**config.mk**
```make
export PLATFORM = sky130hd
export DESIGN_NAME = turbo_iter_ctrl
export DESIGN_NICKNAME = d
export VERILOG_FILES = /design/src/rtl/turbo_iter_ctrl.sv
export SDC_FILE = /design/constraint.sdc
export NUM_CORES = 1
export LEC_CHECK = 0
export ABC_AREA = 0
export CAP_MARGIN = 10
export CORE_AREA = 2 2 188 190
export CTS_BUF_LIST = sky130_fd_sc_hd__clkbuf_2
export DETAILED_ROUTE_END_ITERATION = 10
export DIE_AREA = 0 0 190 192
export PLACE_DENSITY_LB_ADDON = 0.08
export SETUP_SLACK_MARGIN = 0.1
export SYNTH_ARGS = -nofsm -noshare
export SYNTH_HDL_FRONTEND = slang
export SYNTH_SLANG_ARGS = --single-unit
```
**constraint.sdc**
```tcl
create_clock -name clk_p_i -period 1.8 [get_ports clk_p_i]
set_input_delay 0.27 -clock clk_p_i [delete_from_list [all_inputs] [get_ports clk_p_i]]
set_output_delay 0.27 -clock clk_p_i [all_outputs]
set_load 0.01 [all_outputs]
```
**src/rtl/turbo_iter_ctrl.sv**
```systemverilog
// -----------------------------------------------------------------------------
// turbo_iter_ctrl
//
// Iteration scheduler for the turbo decoder datapath. A 216-bit frame is
// captured once and held on the SISO field outputs. The controller then runs
// alternating half-iterations: decoder 1 in natural order, then decoder 2 in
// interleaved order. It repeats up to MAX_ITER full iterations and returns the
// decoder-2 hard decision of the last iteration through a valid/ready handshake.
//
// Optional build macro:
//   TURBO_EARLY_STOP_EN - when defined, the frame finishes early once two
//                         consecutive full iterations give identical hard
//                         decisions. When undefined, every frame runs
//                         exactly MAX_ITER iterations.
//
// Parameters:
//   MAX_ITER  maximum full iterations per frame (1..31)
//   ITER_W    width of the iteration counter (must hold MAX_ITER)
//
// Ports:
//   clk_p_i        clock, rising edge
//   reset_n_i      asynchronous active-low reset
//   frm_valid_i    input frame valid
//   frm_ready_o    controller can accept a frame (IDLE only)
//   data_i         frame: [215:144] enc, [143:72] sys, [71:0] ext
//   siso_start_o   one-cycle pulse launching a half-iteration
//   siso_sel_o     0 = decoder 1 (natural), 1 = decoder 2 (interleaved)
//   siso_enc_o     captured enc field, held for the whole frame
//   siso_sys_o     captured sys field, held for the whole frame
//   siso_ext_o     captured ext field, held for the whole frame
//   siso_done_i    SISO half-iteration complete (single-cycle pulse)
//   siso_hard_i    SISO hard decisions, valid with siso_done_i
//   out_valid_o    decoded word available
//   out_ready_i    downstream accepts the decoded word
//   data_o         decoded hard-decision word
//   iter_cnt_o     completed full iterations for the current or last frame
//   busy_o         high in every state except IDLE
// -----------------------------------------------------------------------------
module turbo_iter_ctrl #(
  parameter int MAX_ITER = 16,
  parameter int ITER_W   = 5
) (
  input  logic              clk_p_i,
  input  logic              reset_n_i,
  input  logic              frm_valid_i,
  output logic              frm_ready_o,
  input  logic [215:0]      data_i,
  output logic              siso_start_o,
  output logic              siso_sel_o,
  output logic [71:0]       siso_enc_o,
  output logic [71:0]       siso_sys_o,
  output logic [71:0]       siso_ext_o,
  input  logic              siso_done_i,
  input  logic [15:0]       siso_hard_i,
  output logic              out_valid_o,
  input  logic              out_ready_i,
  output logic [15:0]       data_o,
  output logic [ITER_W-1:0] iter_cnt_o,
  output logic              busy_o
);

  typedef enum logic [2:0] {
    S_IDLE  = 3'd0,
    S_RUN1  = 3'd1,
    S_WAIT1 = 3'd2,
    S_RUN2  = 3'd3,
    S_WAIT2 = 3'd4,
    S_CHECK = 3'd5,
    S_OUT   = 3'd6
  } state_e;

  localparam logic [ITER_W-1:0] ITER_MAX = ITER_W'(MAX_ITER);

  state_e              state_q, state_d;
  logic [71:0]         enc_q, sys_q, ext_q;
  logic [15:0]         data_q;
  logic [ITER_W-1:0]   iter_q;
  logic                frm_ready_q;
  logic                start_q;
  logic                sel_q;
  logic                out_valid_q;
  logic                busy_q;
  logic                frm_accept;
  logic                stop_now;
  logic                early_hit;

  // Saturating increment: the counter sticks at MAX_ITER and never wraps.
  function automatic logic [ITER_W-1:0] sat_inc(input logic [ITER_W-1:0] v);
    if (v >= ITER_MAX) begin
      return v;
    end
    return v + 1'b1;
  endfunction

  // frm_ready_q is high exactly when the state is IDLE, so it doubles as the
  // accept qualifier.
  assign frm_accept = frm_ready_q & frm_valid_i;

`ifdef TURBO_EARLY_STOP_EN
  logic [15:0] prev_hard_q;
  logic        prev_vld_q;

  // Converged: decisions unchanged across two consecutive full iterations.
  // prev_vld_q is clear during the first CHECK, so iteration 1 never stops.
  assign early_hit = prev_vld_q & (data_q == prev_hard_q);

  always_ff @(posedge clk_p_i or negedge reset_n_i) begin
    if (!reset_n_i) begin
      prev_hard_q <= '0;
      prev_vld_q  <= 1'b0;
    end else if (state_q == S_IDLE && frm_accept) begin
      prev_vld_q  <= 1'b0;
    end else if (state_q == S_CHECK && !stop_now) begin
      prev_hard_q <= data_q;
      prev_vld_q  <= 1'b1;
    end
  end
`else
  assign early_hit = 1'b0;
`endif

  assign stop_now = (iter_q == ITER_MAX) | early_hit;

  always_comb begin
    state_d = state_q;
    case (state_q)
      S_IDLE:  if (frm_accept)  state_d = S_RUN1;
      S_RUN1:                   state_d = S_WAIT1;
      S_WAIT1: if (siso_done_i) state_d = S_RUN2;
      S_RUN2:                   state_d = S_WAIT2;
      S_WAIT2: if (siso_done_i) state_d = S_CHECK;
      S_CHECK: state_d = stop_now ? S_OUT : S_RUN1;
      S_OUT:   if (out_ready_i) state_d = S_IDLE;
      default:                  state_d = S_IDLE;
    endcase
  end

  // State, datapath registers and registered outputs. Outputs are decoded
  // from the next state so they line up with the state they describe.
  always_ff @(posedge clk_p_i or negedge reset_n_i) begin
    if (!reset_n_i) begin
      state_q     <= S_IDLE;
      enc_q       <= '0;
      sys_q       <= '0;
      ext_q       <= '0;
      data_q      <= '0;
      iter_q      <= '0;
      frm_ready_q <= 1'b1;
      start_q     <= 1'b0;
      sel_q       <= 1'b0;
      out_valid_q <= 1'b0;
      busy_q      <= 1'b0;
    end else begin
      state_q     <= state_d;
      frm_ready_q <= (state_d == S_IDLE);
      busy_q      <= (state_d != S_IDLE);
      start_q     <= (state_d == S_RUN1) || (state_d == S_RUN2);
      sel_q       <= (state_d == S_RUN2) || (state_d == S_WAIT2);
      out_valid_q <= (state_d == S_OUT);

      if (state_q == S_IDLE && frm_accept) begin
        enc_q  <= data_i[215:144];
        sys_q  <= data_i[143:72];
        ext_q  <= data_i[71:0];
        iter_q <= '0;
      end

      // Only decoder-2 decisions are kept; decoder-1 hard output is dropped.
      if (state_q == S_WAIT2 && siso_done_i) begin
        data_q <= siso_hard_i;
        iter_q <= sat_inc(iter_q);
      end
    end
  end

  assign frm_ready_o  = frm_ready_q;
  assign siso_start_o = start_q;
  assign siso_sel_o   = sel_q;
  assign siso_enc_o   = enc_q;
  assign siso_sys_o   = sys_q;
  assign siso_ext_o   = ext_q;
  assign out_valid_o  = out_valid_q;
  assign data_o       = data_q;
  assign iter_cnt_o   = iter_q;
  assign busy_o       = busy_q;

endmodule
```
==> out/metrics.cfg <==
[power]
p_total_w = 0.03072
p_leak_nw = 9.447
irDropWorstVdd_uv = 831.1
p_per_area_mw_per_mm2 = 1542

[final_layout]
drive_gt1_frac = 0.4790
final_cell_mix = dfrtp_1 (242), clkdlybuf4s50_1 (235), dlygate4sd3_1 (233), mux2_4 (214), buf_6 (141)
areaGrowthSynthToFinish_pct = 113.1
final_common_cell = dfrtp_1
nNetsFinal = 1756

[hold_path]
min_from = out_ready_i
hold_depth = 3
hp-class = input port to flip-flop

[drt]
ant_nets = 0
dr.pass1.iters = 4
viasPerCell = 4.285
drt-initial-drc-count = 260
top_layer = met4
routedWlPerCell_um = 18.45
met1Wirelength_um = 14440
met3WireLength_um = 3346
postRouteWirelength_um = 37360
via_count = 8677
dr_wl_met2_um = 18810
drc = 0

[grt]
gr-usage-all-layers = 0.1860
overflow = 0
antenna_found_initial = 2
grt_pass1_vias = 9028
grt_pass1_wl_um = 51810
grt_max_degree = 59

[synthesis]
seq_area_frac_synth = 0.6560
yosys.area_share.simple = 0.03868
synth_fa_ha_area_frac = 0.002677
synth-compound-area-share = 0.01044
synth_seq_cells = 245
syn_inst = 593
yosysWarnings = 0
synth.mux.area_fraction = 0.2623
netlist_area_mm2 = 0.009348
synth_nets = 832
avgSynthCellArea_um2 = 15.76
synth_top_family_by_area = multiplexers
synth.distinct_cells = 35
synthXorXnorAreaFrac = 0.0009370

[floorplanning]
num_rows = 68
die_area_mm2 = 0.03648
die-height_um = 192
chipWidth_um = 190
io_pins = 479
start_util = 0.2726
core_mm2 = 0.03429

[sta]
fin_tns_setup_ns = -4.622
drv_slew = 0
fin_crit_sh = 1.060
rsz0062_at_grt = true
skew_ns = 0.04370
finalCriticalPeriod_ns = 1.907
worst_slew_pin_slew_ns = 0.3939
clock.fmax_mhz = 524.4
slew_headroom = 0.7374
fin_ws_ns = -0.1071
hold_violations = 0
setup_viol = 151

[setup_path]
cp.required_ns = 1.53
reg2reg_depth = 7
cp-start-kind = flip-flop
path_class = flip-flop to output pin
arrival_ns = 1.64
r2r_start = frm_ready_o
cp_max_fo = 3
startpoint = frm_ready_o
endpoint_kind = output pin

[cts]
cts_made_buffers = 71
clock_path_buffers = 3
numClockSinks = 245
clock_latency_ns = 0.88
clkTransAtPathRegs_ns = 0.09
tritoncts = done
cts_root_buffer = clkbuf_2
h-tree-depth = 3

[job]
cap_violations = 0

[placed_design]
routabilityCongestion = 0.7236
hpwlAfterDp_um = 23180
port_buffers = 478

[outcome]
status = finished with violations
violations = setup timing

cell usage after synthesis:
cell | number | share of area
or2_1 | 1 | 0.00067
or3_1 | 1 | 0.00067
inv_1 | 6 | 0.0024
nand4b_1 | 1 | 0.00094
mux2_1 | 100 | 0.12
mux2i_1 | 2 | 0.0021
a21oi_1 | 2 | 0.0011
o21a_1 | 1 | 0.00080
nor2_8 | 1 | 0.0021
xnor2_1 | 1 | 0.00094
buf_8 | 1 | 0.0016
nor4bb_1 | 1 | 0.0011
or2_2 | 1 | 0.00067
ha_1 | 2 | 0.0027
a22o_1 | 2 | 0.0019
nor2_1 | 3 | 0.0012
buf_6 | 14 | 0.017
nand3_1 | 4 | 0.0021
o22ai_1 | 3 | 0.0020
nand2b_1 | 2 | 0.0013
a21boi_0 | 1 | 0.00080
nor3_1 | 2 | 0.0011
dfrtp_1 | 244 | 0.65
clkbuf_1 | 4 | 0.0016
nand4bb_1 | 2 | 0.0024
a31o_2 | 1 | 0.00094
nor2b_1 | 1 | 0.00067
dfstp_2 | 1 | 0.0028
mux2_2 | 116 | 0.14
nand2_1 | 53 | 0.021
o21ai_0 | 2 | 0.0011
o211ai_1 | 1 | 0.00080
nand3b_1 | 3 | 0.0024
a32o_1 | 1 | 0.0011
buf_2 | 12 | 0.0064
worst max-delay path, cell delays in order (launching register included):
cell and delay (ns):
dfstp_2 0.55, buf_6 0.10, buf_6 0.10
sequential cells by signal (all words and copies together) (netlist names):
register,cells
siso_enc_o,72
out_valid_o,1
state_q,3
data_o,16
siso_start_o,1
frm_ready_o,1
siso_sys_o,72
siso_sel_o,1
iter_cnt_o,5
siso_ext_o,72
busy_o,1
worst paths after layout:
path / end / slack, ns
setup / recovery: frm_ready_o / -0.11
hold / removal: state_q[1] / 0.15
setup reg to reg: siso_sys_o[57] / -0.11
hold reg to reg: data_o[0] / 0.48
max in group asynchronous: siso_ext_o[4] / 0.88
min in group asynchronous: siso_sys_o[12] / 0.56
what timing repair did:
action,in CTS,in global routing
gates cloned,10,11
hold buffers,234,0
endpoints found under the setup margin,454,457
hold endpoints to repair,476,0
buffers inserted,22,92
pin swaps,1,1
resized for setup,1229,188
where the power goes:
group          total (W)  internal, W  leakage, nW  switching, W
Sequential        0.0100      0.00827         2.94       0.00175
Clock            0.00405      0.00159        0.489       0.00247
Combinational     0.0167       0.0108         6.02       0.00583
Total             0.0307       0.0207         9.45        0.0100
logic make-up after synthesis:
family,Yosys count
multiplexers,218
flip-flops,245
buffers and inverters,37
AO/OA/AOI/OAI,14
AND/OR/NAND/NOR,76
adder cells (fa/ha/maj),2
XOR/XNOR,1
layer usage:
layer / global-route usage / vias up
met4: 0.06619 / 0
met2: 0.3233 / 366
met5: 0 / -
met3: 0.07528 / 62
li1: - / 3955
met1: 0.2051 / 4294
metrics by stage:
stage,area (um2),cells,util,setup slack [ns],hold slack (ns)
3_5_place_dp,14990,1533,0.4371,-0.2283,0.1902
6_report,19920,2025,0.5809,-0.1071,0.1478
3_3_place_gp,14990,1533,0.4371,-0.1990,0.1880
4_1_cts,18240,1923,0.5320,-0.2597,0.006397
5_1_grt,19920,2025,0.5809,-0.2436,0.04487
2_1_floorplan,9368,593,-,0.09243,-0.02559
final cells by class:
cell class                      count  area, um2
Clock buffer                      109      545.5
Antenna cell                        2      5.005
Fill cell                        2824      14370
Clock inverter                     15      57.56
Timing Repair Buffer              882       8820
Multi-Input combinational cell    311       3764
Inverter                            6      22.52
Tap cell                          455      569.3
Sequential cell                   245       6135
Note: power is estimated with default switching activity, not from simulation.
